$ cat src/rtl/trng_pkg.sv
// Shared types and defaults for the TRNG controller and its health test.
package trng_pkg;

  localparam int WARMUP_BITS_DEF = 16;
  localparam int BIST_WINDOW_DEF = 64;
  localparam int ONES_MIN_DEF    = 20;
  localparam int ONES_MAX_DEF    = 44;
  localparam int REP_LIMIT_DEF   = 16;

  typedef enum logic [2:0] {
    S_IDLE,
    S_WARMUP,
    S_COLLECT,
    S_HOLD,
    S_FAULT
  } state_e;

  // Externally visible state code; WARMUP and COLLECT share one code.
  localparam logic [1:0] ST_IDLE   = 2'b00;
  localparam logic [1:0] ST_ACTIVE = 2'b01;
  localparam logic [1:0] ST_HOLD   = 2'b10;
  localparam logic [1:0] ST_FAULT  = 2'b11;

  function automatic logic [1:0] state_code(input state_e s);
    case (s)
      S_WARMUP, S_COLLECT: return ST_ACTIVE;
      S_HOLD:              return ST_HOLD;
      S_FAULT:             return ST_FAULT;
      default:             return ST_IDLE;
    endcase
  endfunction

endpackage

$ cat src/rtl/trng_controller_health.sv
// Online health test: monobit count per window plus repetition-run detector.
module trng_health_test
  import trng_pkg::*;
#(
  parameter int BIST_WINDOW = BIST_WINDOW_DEF,
  parameter int ONES_MIN    = ONES_MIN_DEF,
  parameter int ONES_MAX    = ONES_MAX_DEF,
  parameter int REP_LIMIT   = REP_LIMIT_DEF
) (
  input  logic clk,
  input  logic rst_n,
  input  logic i_clear,
  input  logic i_enable,
  input  logic i_bit,
  input  logic i_valid,
  output logic o_fail
);

  localparam int WW = $clog2(BIST_WINDOW);

  logic [WW-1:0] r_win;
  logic [WW:0]   r_ones;
  logic [4:0]    r_run;
  logic          r_last;

  logic [WW:0]   w_ones_nx;
  logic [4:0]    w_run_nx;
  logic          w_win_end;
  logic          w_rep_fail;
  logic          w_mono_fail;

  // Next counter values and failure conditions for the bit being accepted.
  always_comb begin
    w_ones_nx = r_ones + (WW+1)'(i_bit);
    w_run_nx  = 5'd1;
    if (r_run != 5'd0 && i_bit == r_last)
      w_run_nx = (r_run >= 5'(REP_LIMIT)) ? 5'(REP_LIMIT) : r_run + 5'd1;
    w_win_end   = (r_win == WW'(BIST_WINDOW - 1));
    w_rep_fail  = (w_run_nx >= 5'(REP_LIMIT));
    w_mono_fail = w_win_end &&
                  ((w_ones_nx < (WW+1)'(ONES_MIN)) || (w_ones_nx > (WW+1)'(ONES_MAX)));
    o_fail      = i_enable & i_valid & (w_rep_fail | w_mono_fail);
  end

  // Counters are zero whenever disabled or cleared; windows restart on their own.
  always_ff @(posedge clk or negedge rst_n) begin
    if (!rst_n) begin
      r_win <= '0; r_ones <= '0; r_run <= '0; r_last <= 1'b0;
    end else if (i_clear || !i_enable) begin
      r_win <= '0; r_ones <= '0; r_run <= '0; r_last <= 1'b0;
    end else if (i_valid) begin
      r_run  <= w_run_nx;
      r_last <= i_bit;
      if (w_win_end) begin
        r_win  <= '0;
        r_ones <= '0;
      end else begin
        r_win  <= r_win + WW'(1);
        r_ones <= w_ones_nx;
      end
    end
  end

endmodule

$ cat src/rtl/trng_controller.sv
// TRNG controller: warmup, byte assembly, hold/handshake, health-test fault handling.
module trng_controller
  import trng_pkg::*;
#(
  parameter int WARMUP_BITS = WARMUP_BITS_DEF,
  parameter int BIST_WINDOW = BIST_WINDOW_DEF,
  parameter int ONES_MIN    = ONES_MIN_DEF,
  parameter int ONES_MAX    = ONES_MAX_DEF,
  parameter int REP_LIMIT   = REP_LIMIT_DEF
) (
  input  logic       clk,
  input  logic       rst_n,
  input  logic [1:0] src_sel,
  input  logic       bist_en,
  input  logic       req,
  input  logic       req_ss,
  input  logic       bit_valid,
  input  logic       bit_in,
  input  logic       byte_ready,
  output logic [7:0] byte_out,
  output logic       byte_valid,
  output logic       unb_clear,
  output logic [1:0] state,
  output logic       bist_fail
);

  localparam int CW = $clog2(WARMUP_BITS + 1);

  state_e        r_state, w_state_nx;
  logic [1:0]    r_src_sel;
  logic          r_req_d, r_pending, r_warm_done, r_unb_clear;
  logic [CW-1:0] r_warm_cnt;
  logic [2:0]    r_bit_cnt;
  logic [6:0]    r_shift;
  logic [7:0]    r_byte_out;
  logic          r_byte_valid, r_bist_fail;

  logic w_src_chg, w_req_ev, w_pend, w_hs, w_acc_bit, w_fail, w_warm_last;

  assign w_src_chg   = (src_sel != r_src_sel);
  assign w_req_ev    = req_ss ? (req & ~r_req_d) : req;
  assign w_pend      = r_pending | w_req_ev;
  // A source change overrides a coincident handshake so the pending request survives.
  assign w_hs        = r_byte_valid & byte_ready & ~w_src_chg;
  assign w_acc_bit   = bit_valid & (r_state == S_COLLECT);
  assign w_warm_last = (r_warm_cnt == CW'(WARMUP_BITS - 1));

  trng_health_test #(
    .BIST_WINDOW(BIST_WINDOW), .ONES_MIN(ONES_MIN),
    .ONES_MAX(ONES_MAX), .REP_LIMIT(REP_LIMIT)
  ) u_health (
    .clk(clk), .rst_n(rst_n), .i_clear(w_src_chg), .i_enable(bist_en),
    .i_bit(bit_in), .i_valid(w_acc_bit), .o_fail(w_fail)
  );

  // State register.
  always_ff @(posedge clk or negedge rst_n) begin
    if (!rst_n) r_state <= S_IDLE;
    else        r_state <= w_state_nx;
  end

  // Next-state logic; a source change beats every other event.
  always_comb begin
    w_state_nx = r_state;
    if (w_src_chg) begin
      w_state_nx = w_pend ? S_WARMUP : S_IDLE;
    end else begin
      case (r_state)
        S_IDLE:    if (w_pend) w_state_nx = r_warm_done ? S_COLLECT : S_WARMUP;
        S_WARMUP:  if (bit_valid && w_warm_last) w_state_nx = S_COLLECT;
        S_COLLECT: if (w_fail) w_state_nx = S_FAULT;
                   else if (bit_valid && r_bit_cnt == 3'd7) w_state_nx = S_HOLD;
        S_HOLD:    if (w_hs) w_state_nx = w_req_ev ? S_COLLECT : S_IDLE;
        default:   w_state_nx = r_state;
      endcase
    end
  end

  // Datapath: request tracking, warmup count, byte assembly, fault flag.
  always_ff @(posedge clk or negedge rst_n) begin
    if (!rst_n) begin
      r_src_sel <= 2'b00; r_req_d <= 1'b0; r_pending <= 1'b0; r_unb_clear <= 1'b1;
      r_warm_done <= 1'b0; r_warm_cnt <= '0; r_bit_cnt <= '0; r_shift <= '0;
      r_byte_out <= '0; r_byte_valid <= 1'b0; r_bist_fail <= 1'b0;
    end else begin
      r_src_sel   <= src_sel;
      r_req_d     <= req;
      r_unb_clear <= w_src_chg;
      r_pending   <= (w_req_ev & (r_state != S_FAULT)) | (r_pending & ~w_hs);
      if (w_src_chg) begin
        r_warm_done <= 1'b0; r_warm_cnt <= '0; r_bit_cnt <= '0; r_shift <= '0;
        r_byte_valid <= 1'b0; r_bist_fail <= 1'b0;
      end else begin
        case (r_state)
          S_WARMUP: if (bit_valid) begin
            if (w_warm_last) begin
              r_warm_done <= 1'b1;
              r_warm_cnt  <= '0;
            end else begin
              r_warm_cnt <= r_warm_cnt + CW'(1);
            end
          end
          S_COLLECT: if (w_fail) begin
            r_bist_fail <= 1'b1; r_bit_cnt <= '0; r_shift <= '0; r_byte_valid <= 1'b0;
          end else if (bit_valid) begin
            if (r_bit_cnt == 3'd7) begin
              r_byte_out   <= {r_shift, bit_in};
              r_byte_valid <= 1'b1;
              r_bit_cnt    <= '0;
              r_shift      <= '0;
            end else begin
              r_shift   <= {r_shift[5:0], bit_in};
              r_bit_cnt <= r_bit_cnt + 3'd1;
            end
          end
          S_HOLD: if (w_hs) r_byte_valid <= 1'b0;
          default: ;
        endcase
      end
    end
  end

  assign byte_out   = r_byte_out;
  assign byte_valid = r_byte_valid;
  assign unb_clear  = r_unb_clear;
  assign bist_fail  = r_bist_fail;
  assign state      = state_code(r_state);

endmodule

$ cat config.mk
export PLATFORM = sky130hd
export DESIGN_NAME = trng_controller
export DESIGN_NICKNAME = d
export VERILOG_FILES = /design/src/rtl/trng_pkg.sv /design/src/rtl/trng_controller_health.sv /design/src/rtl/trng_controller.sv
export SDC_FILE = /design/constraint.sdc
export NUM_CORES = 1
export LEC_CHECK = 0
export CAP_MARGIN = 25
export CORE_ASPECT_RATIO = 0.5
export CORE_UTILIZATION = 55
export CTS_CLUSTER_SIZE = 25
export DETAILED_ROUTE_END_ITERATION = 8
export GPL_ROUTABILITY_DRIVEN = 0
export GPL_TIMING_DRIVEN = 0
export PLACE_DENSITY = 0.74
export SLEW_MARGIN = 20
export SYNTH_ARGS = -nofsm -noshare
export SYNTH_HDL_FRONTEND = slang
export SYNTH_SLANG_ARGS = --single-unit
$ cat constraint.sdc
create_clock -name clk -period 3.37 [get_ports clk]
set_input_delay 0.337 -clock clk [delete_from_list [all_inputs] [get_ports clk]]
set_output_delay 0.337 -clock clk [all_outputs]
set_load 0.01 [all_outputs]
==> results of run 1 <==
metrics by stage:
| stage | cells | cell area [µm²] | setup WS, ps | power (mW) | hold slack (ps) |
|---|---|---|---|---|---|
| 2_1_floorplan | 255 | 2750 | 1060 | 0.768 | 41.4 |
| 4_1_cts | 351 | 3140 | 389 | 1.20 | 64.9 |
| 5_1_grt | 351 | 3140 | 156 | 1.24 | 97.2 |
| 3_5_place_dp | 343 | 3050 | 55.1 | 0.832 | 412 |
| 6_report | 351 | 3140 | 355 | 1.18 | 42.0 |
| 3_3_place_gp | 343 | 3060 | 127 | 0.829 | 467 |
registers in the layout, indices dropped and copies added (netlist names):
register / cells
bist_fail: 1
byte_out: 8
byte_valid: 1
r_bit_cnt: 3
r_pending: 1
r_req_d: 1
r_shift: 7
r_src_sel: 2
r_state: 3
r_warm_cnt: 5
r_warm_done: 1
u_health.r_last: 1
u_health.r_ones: 7
u_health.r_run: 5
u_health.r_win: 6
unb_clear: 1
cells in the mapped netlist, drive strengths merged, types with 5 or more instances:
library cell / instances
a21oi: 10
a22o: 13
and3: 6
buf: 9
dfrtp: 52
ha: 8
inv: 7
mux2: 12
nand2: 27
nand3: 11
nor2: 24
o21ai: 20
xnor2: 6
xor2: 5
kinds of logic (layout without fill, tap and decap cells):
logic type	count (synthesis)	in the layout	synth area share, %
flops	53	53	48.2
compound gates	65	65	16.4
xor+xnor	11	11	3.50
buf+inv	16	46	3.41
simple gates	89	89	18.4
fa+ha+maj	8	8	3.64
mux	13	13	6.50
layer usage:
layer / share of wire [%] / track usage, % / up-vias
met5: 0 / 0 / -
met4: 1.6 / 8.57 / 0
met3: 2.7 / 4.97 / 11
met2: 43 / 32.6 / 28
met1: 53 / 31.5 / 976
li1: - / - / 972
worst register-to-register path, delay by kind of cell, from the launching register on:
| family | cells | cell delay, ps |
|---|---|---|
| adders and majority gates | 2 | 590 |
| xor gates and xnor gates | 1 | 270 |
| AOI/OAI and AO/OA | 2 | 390 |
| muxes | 2 | 670 |
| DFF | 1 | 370 |
| and+or+nand+nor | 2 | 290 |
cell usage in the layout (no fill, tap or decap), drive strengths merged, types with 2 or more instances in the layout:
master and count:
and2 3, mux2 12, ha 8, a2bb2oi 2
nand3 11, a21boi 2, nand2 27, a41oi 2
and3 6, xnor2 6, nor3b 3, nor3 3
clkdlybuf4s50 21, a22o 13, o22ai 3, dfrtp 52
o21ai 20, clkbuf 5, nor2 24, buf 10
nand4 3, a31oi 3, a21oi 10, xor2 5
a21o 2, o31ai 2, nand2b 3, a211oi 3
inv 8
report_power, final:
part           switching [mW]  internal, mW  total, mW
logic                  0.0939        0.0706      0.165
registers             0.00852         0.646      0.655
clock network           0.217         0.148      0.365
final timing paths:
path,startpoint,end,slack (ps),depth (start not counted)
min reg2reg,r_warm_cnt[4],r_warm_cnt[4],510,2
min,rst_n,r_src_sel[0],40,1
max,bit_in,r_state[0],350,10
min in group clk,req,r_req_d,490,1
max in group asynchronous,rst_n,u_health.r_ones[1],2870,1
max reg2reg,u_health.r_ones[0],r_state[0],670,9
layout make-up:
class	instances	area (µm²)
Multi-Input combinational cell	186	1330
Clock inverter	3	21.3
Sequential cell	53	1330
Timing Repair Buffer	22	218
Tap cell	66	82.6
Inverter	7	26.3
Clock buffer	5	68.8
Fill cell	365	1450
Buffer	9	67.6
==> results.toml, run 1 <==
[final_layout]
antennaDiodeCount = 0
nets = 302
fin_util_pct = 68.4
area_growth_pct = 14.2
drive_above_1_share_pct = 17.5

[drt]
vias = 1987
drc_errors = 0
first_pass_iters = 4
wire_per_inst_um = 14.7
drtIter0Drc = 64
routed_wl_mm = 5.16
vias_per_cell = 5.66
ant_nets = 0

[clock_network]
root_buffer = "clkbuf_8"
cts.sinks = 53
clk_latency_ps = 310
htreeDepth = 2
clk_path_buf_depth = 2
cts_hold_repair.buffers = 0
cts-buffers-inserted = 5
cts_tree = "done"
post_cts_resized = 0
cts_setup_buffers = 0
cts.reportedPaths.clkPinSlew_ps = 90

[critical_path]
cp_cell_sequence = "clkdlybuf4s50_1 -> ha_1 -> ha_1 -> nand3_1 -> xor2_1 -> o31ai_2 -> mux2i_2 -> nand4_1 -> a21oi_1 -> mux2_2"
crit_buf_inv = 1
worstSetupStartpointType = "input port"
crit_slowest_cell = "clkdlybuf4s50_1"
cpMostUsedCell = "ha_1"
path_delay_family = "multiplexers"
path_class = "in2reg"
worstPathMaxFanout = 7
cp_data_required_time_ps = 3570
arrival_ps = 3220
endpoint_kind = "flop"
slowest_delay_ps = 610

[run]
cap_violations = 0

[floorplanning]
placeableCoreArea_um2 = 4590
die_y_um = 52.0
die_area_um2 = 5310
num_rows = 17
boundaryPins = 23
initial_core_util_pct = 59.9
fp.dieW_um = 102

[power]
power_density_nw_per_um2 = 377
p_leak_nw = 1.40
ir_drop_uv = 207

[sta]
fin_crit_ps = 3020
finClkSkew_ps = 8.47
hold_viol = 0
setup_viol = 0
fmax_mhz = 332
report.final.slew_viol_count = 0
tightest_slew_ps = 663
min_period_over_period_pct = 89.5
totalNegativeSetupSlack_ps = 0
relSlewSlack_pct = 55.8
rsz0062_at_grt = "false"

[global_routing]
grt_max_degree = 54
grt_usage_pct = 22.0
grt_first_pass_wirelength_mm = 8.71
antenna_found_initial = 0
grt_overflow = 0
grt_pass1_vias = 1886

[synthesis]
yosys_warnings = 0
synth_top_area_share_pct = 47.3
synthCells = 255
netlist_area_um2 = 2750
synth_area_leaders = "dfrtp_1 47%, mux2_4 4.4%, a22o_1 3.8%, nand2_1 3.7%, ha_1 3.6%"
yosysUniqueCellTypes = 54
synthesis.nets = 273
synth_ff_type = "dfrtp_1"
synth-seq-cells = 53
yosys.area.top_type = "dfrtp_1"
synth_edf_count = 0
avgSynthCellArea_um2 = 10.8
ys_seq_area_share_pct = 48.2
async_flop_share_pct = 100

[place]
io_buffers = 22
place_hpwl_mm = 3.63

[outcome]
status = "finished clean"

[min_path]
hold_class = "in2async"
Note: power is estimated with default switching activity, not from simulation.
==> inputs of run 2 (changes only) <==
--- a/config.mk
+++ b/config.mk
@@ -6,13 +6,12 @@
 export NUM_CORES = 1
 export LEC_CHECK = 0
 export CAP_MARGIN = 25
-export CORE_ASPECT_RATIO = 0.5
-export CORE_UTILIZATION = 55
+export CORE_UTILIZATION = 62
 export CTS_CLUSTER_SIZE = 25
 export DETAILED_ROUTE_END_ITERATION = 8
 export GPL_ROUTABILITY_DRIVEN = 0
 export GPL_TIMING_DRIVEN = 0
-export PLACE_DENSITY = 0.74
+export PLACE_DENSITY = 0.82
 export SLEW_MARGIN = 20
 export SYNTH_ARGS = -nofsm -noshare
 export SYNTH_HDL_FRONTEND = slang
==> run 2 against run 1 <==
Effect of this change: final cell count decreased by 4.6%; total power about the same; worst setup slack improved by 74 ps; critical path type unchanged.
==> results.toml, run 2 (synthesis gave the netlist of run 1 again) <==
[power]
ir_drop_uv = 232
power_density_nw_per_um2 = 380
p_leak_nw = 1.40

[final_layout]
final_common_cell = "dfrtp_1"
multi_input_comb_area_um2 = 1330
drive_above_1_share_pct = 17.5
register_area_um2 = 1330
fin_util_pct = 75.4
largest_reg_flops = 8
num-fill-cells = 300
nets = 302
final-instance-count-excl-fill = 335
antennaDiodeCount = 0
final_cell_mix = "52 x dfrtp_1, 27 x nand2_1, 21 x clkdlybuf4s50_1"
area_growth_pct = 13.5

[sta]
setup_viol = 0
fin_crit_ps = 2940
relSlewSlack_pct = 55.5
min_period_over_period_pct = 87.3
hold_viol = 0
report.final.slew_viol_count = 0
totalNegativeSetupSlack_ps = 0
rsz0062_at_grt = "false"
fmax_mhz = 340
tightest_slew_ps = 667
finClkSkew_ps = 11.2

[place]
placed_cells = 327
place_hpwl_mm = 3.71
io_buffers = 22

[clock_network]
htreeDepth = 2
cts_hold_repair.buffers = 0
cts_tree = "done"
cts_setup_buffers = 0
clk_latency_ps = 310
root_buffer = "clkbuf_8"
cts.sinks = 53
cts-buffers-inserted = 5
cts.reportedPaths.clkPinSlew_ps = 90
post_cts_resized = 0
clk_path_buf_depth = 2

[global_routing]
grt_overflow = 0
grt_first_pass_wirelength_mm = 8.75
antenna_found_initial = 0
grt_pass1_vias = 1904
grt_usage_pct = 25.6
grt_max_degree = 54

[critical_path]
worstSetupStartpointType = "input port"
regToRegEndpoint = "byte_out[1]"
worstPathMaxFanout = 9
r2r_start = "u_health.r_ones[0]"
ff2ff_setup_slack_ps = 730
cp_data_required_time_ps = 3570
arrival_ps = 3140
rr_worst_depth = 9
endpoint_kind = "flop"
path_class = "in2reg"

[drt]
wire_per_inst_um = 15.9
first_pass_iters = 4
vias_per_cell = 6.11
drc_errors = 0
ant_nets = 0
drtIter0Drc = 98
routed_wl_mm = 5.34
vias = 2048

[floorplanning]
initial_core_util_pct = 66.4
boundaryPins = 23
num_rows = 23
fp.dieW_um = 68.6
die_area_um2 = 4710
placeableCoreArea_um2 = 4140
die_y_um = 68.6

[run]
cap_violations = 0

[outcome]
status = "finished clean"

[min_path]
hold_class = "in2async"
run 2: cell counts in the layout (fill, tap and decap cells not counted):
No cell type changed its count.
run 2: area by class of cell:
type | count | share of cell area, %
plain buffers | 9 | 2.16
clock buffers | 5 | 2.20
clock inverters | 3 | 0.681
inverters | 7 | 0.841
multi-input cells | 186 | 42.6
flip-flops and latches | 53 | 42.5
well taps | 50 | 2.00
repair buffers | 22 | 6.97
run 2: routing by layer:
metal	wire length [µm]	global-route usage, %	up-vias	part of all wire (%)
met1	2540	33.8	1003	48
met4	74	8.07	0	1.4
met3	212	4.93	7	4.0
li1	-	-	973	-
met5	0	0	-	0
met2	2510	42.4	65	47
run 2: worst max-delay path by stage:
stage                  startpoint     endpoint
2_1_floorplan  u_health.r_ones[0]  byte_out[0]
5_1_grt                    bit_in   r_state[0]
3_5_place_dp               bit_in   r_state[1]
6_report                   bit_in  byte_out[1]
4_1_cts                    bit_in  byte_out[1]
3_3_place_gp               bit_in  byte_out[6]
run 2: through the flow:
step                hold slack [ps]  power, mW  area (µm²)  setup slack (ps)
floorplan                      41.4      0.768        2750              1060
global placement                477      0.828        3040               197
detailed placement              410      0.832        3030               119
CTS                            68.3       1.19        3120               436
global route                    107       1.23        3120               117
finish                         55.2       1.19        3120               429
run 2: worst max-delay path, cell delays in order:
cell and delay [ps]:
clkdlybuf4s50_1 590, ha_1 330, ha_1 340, nand3_1 160, a211oi_1 270, nor3_1 90, mux2i_2 270, a21oi_4 170
nor2_8 260, mux2_4 330
run 2: power by group:
group / internal [mW] / switching (mW)
Sequential: 0.646 / 0.00894
Combinational: 0.0706 / 0.0936
Clock: 0.148 / 0.218
Total: 0.865 / 0.321
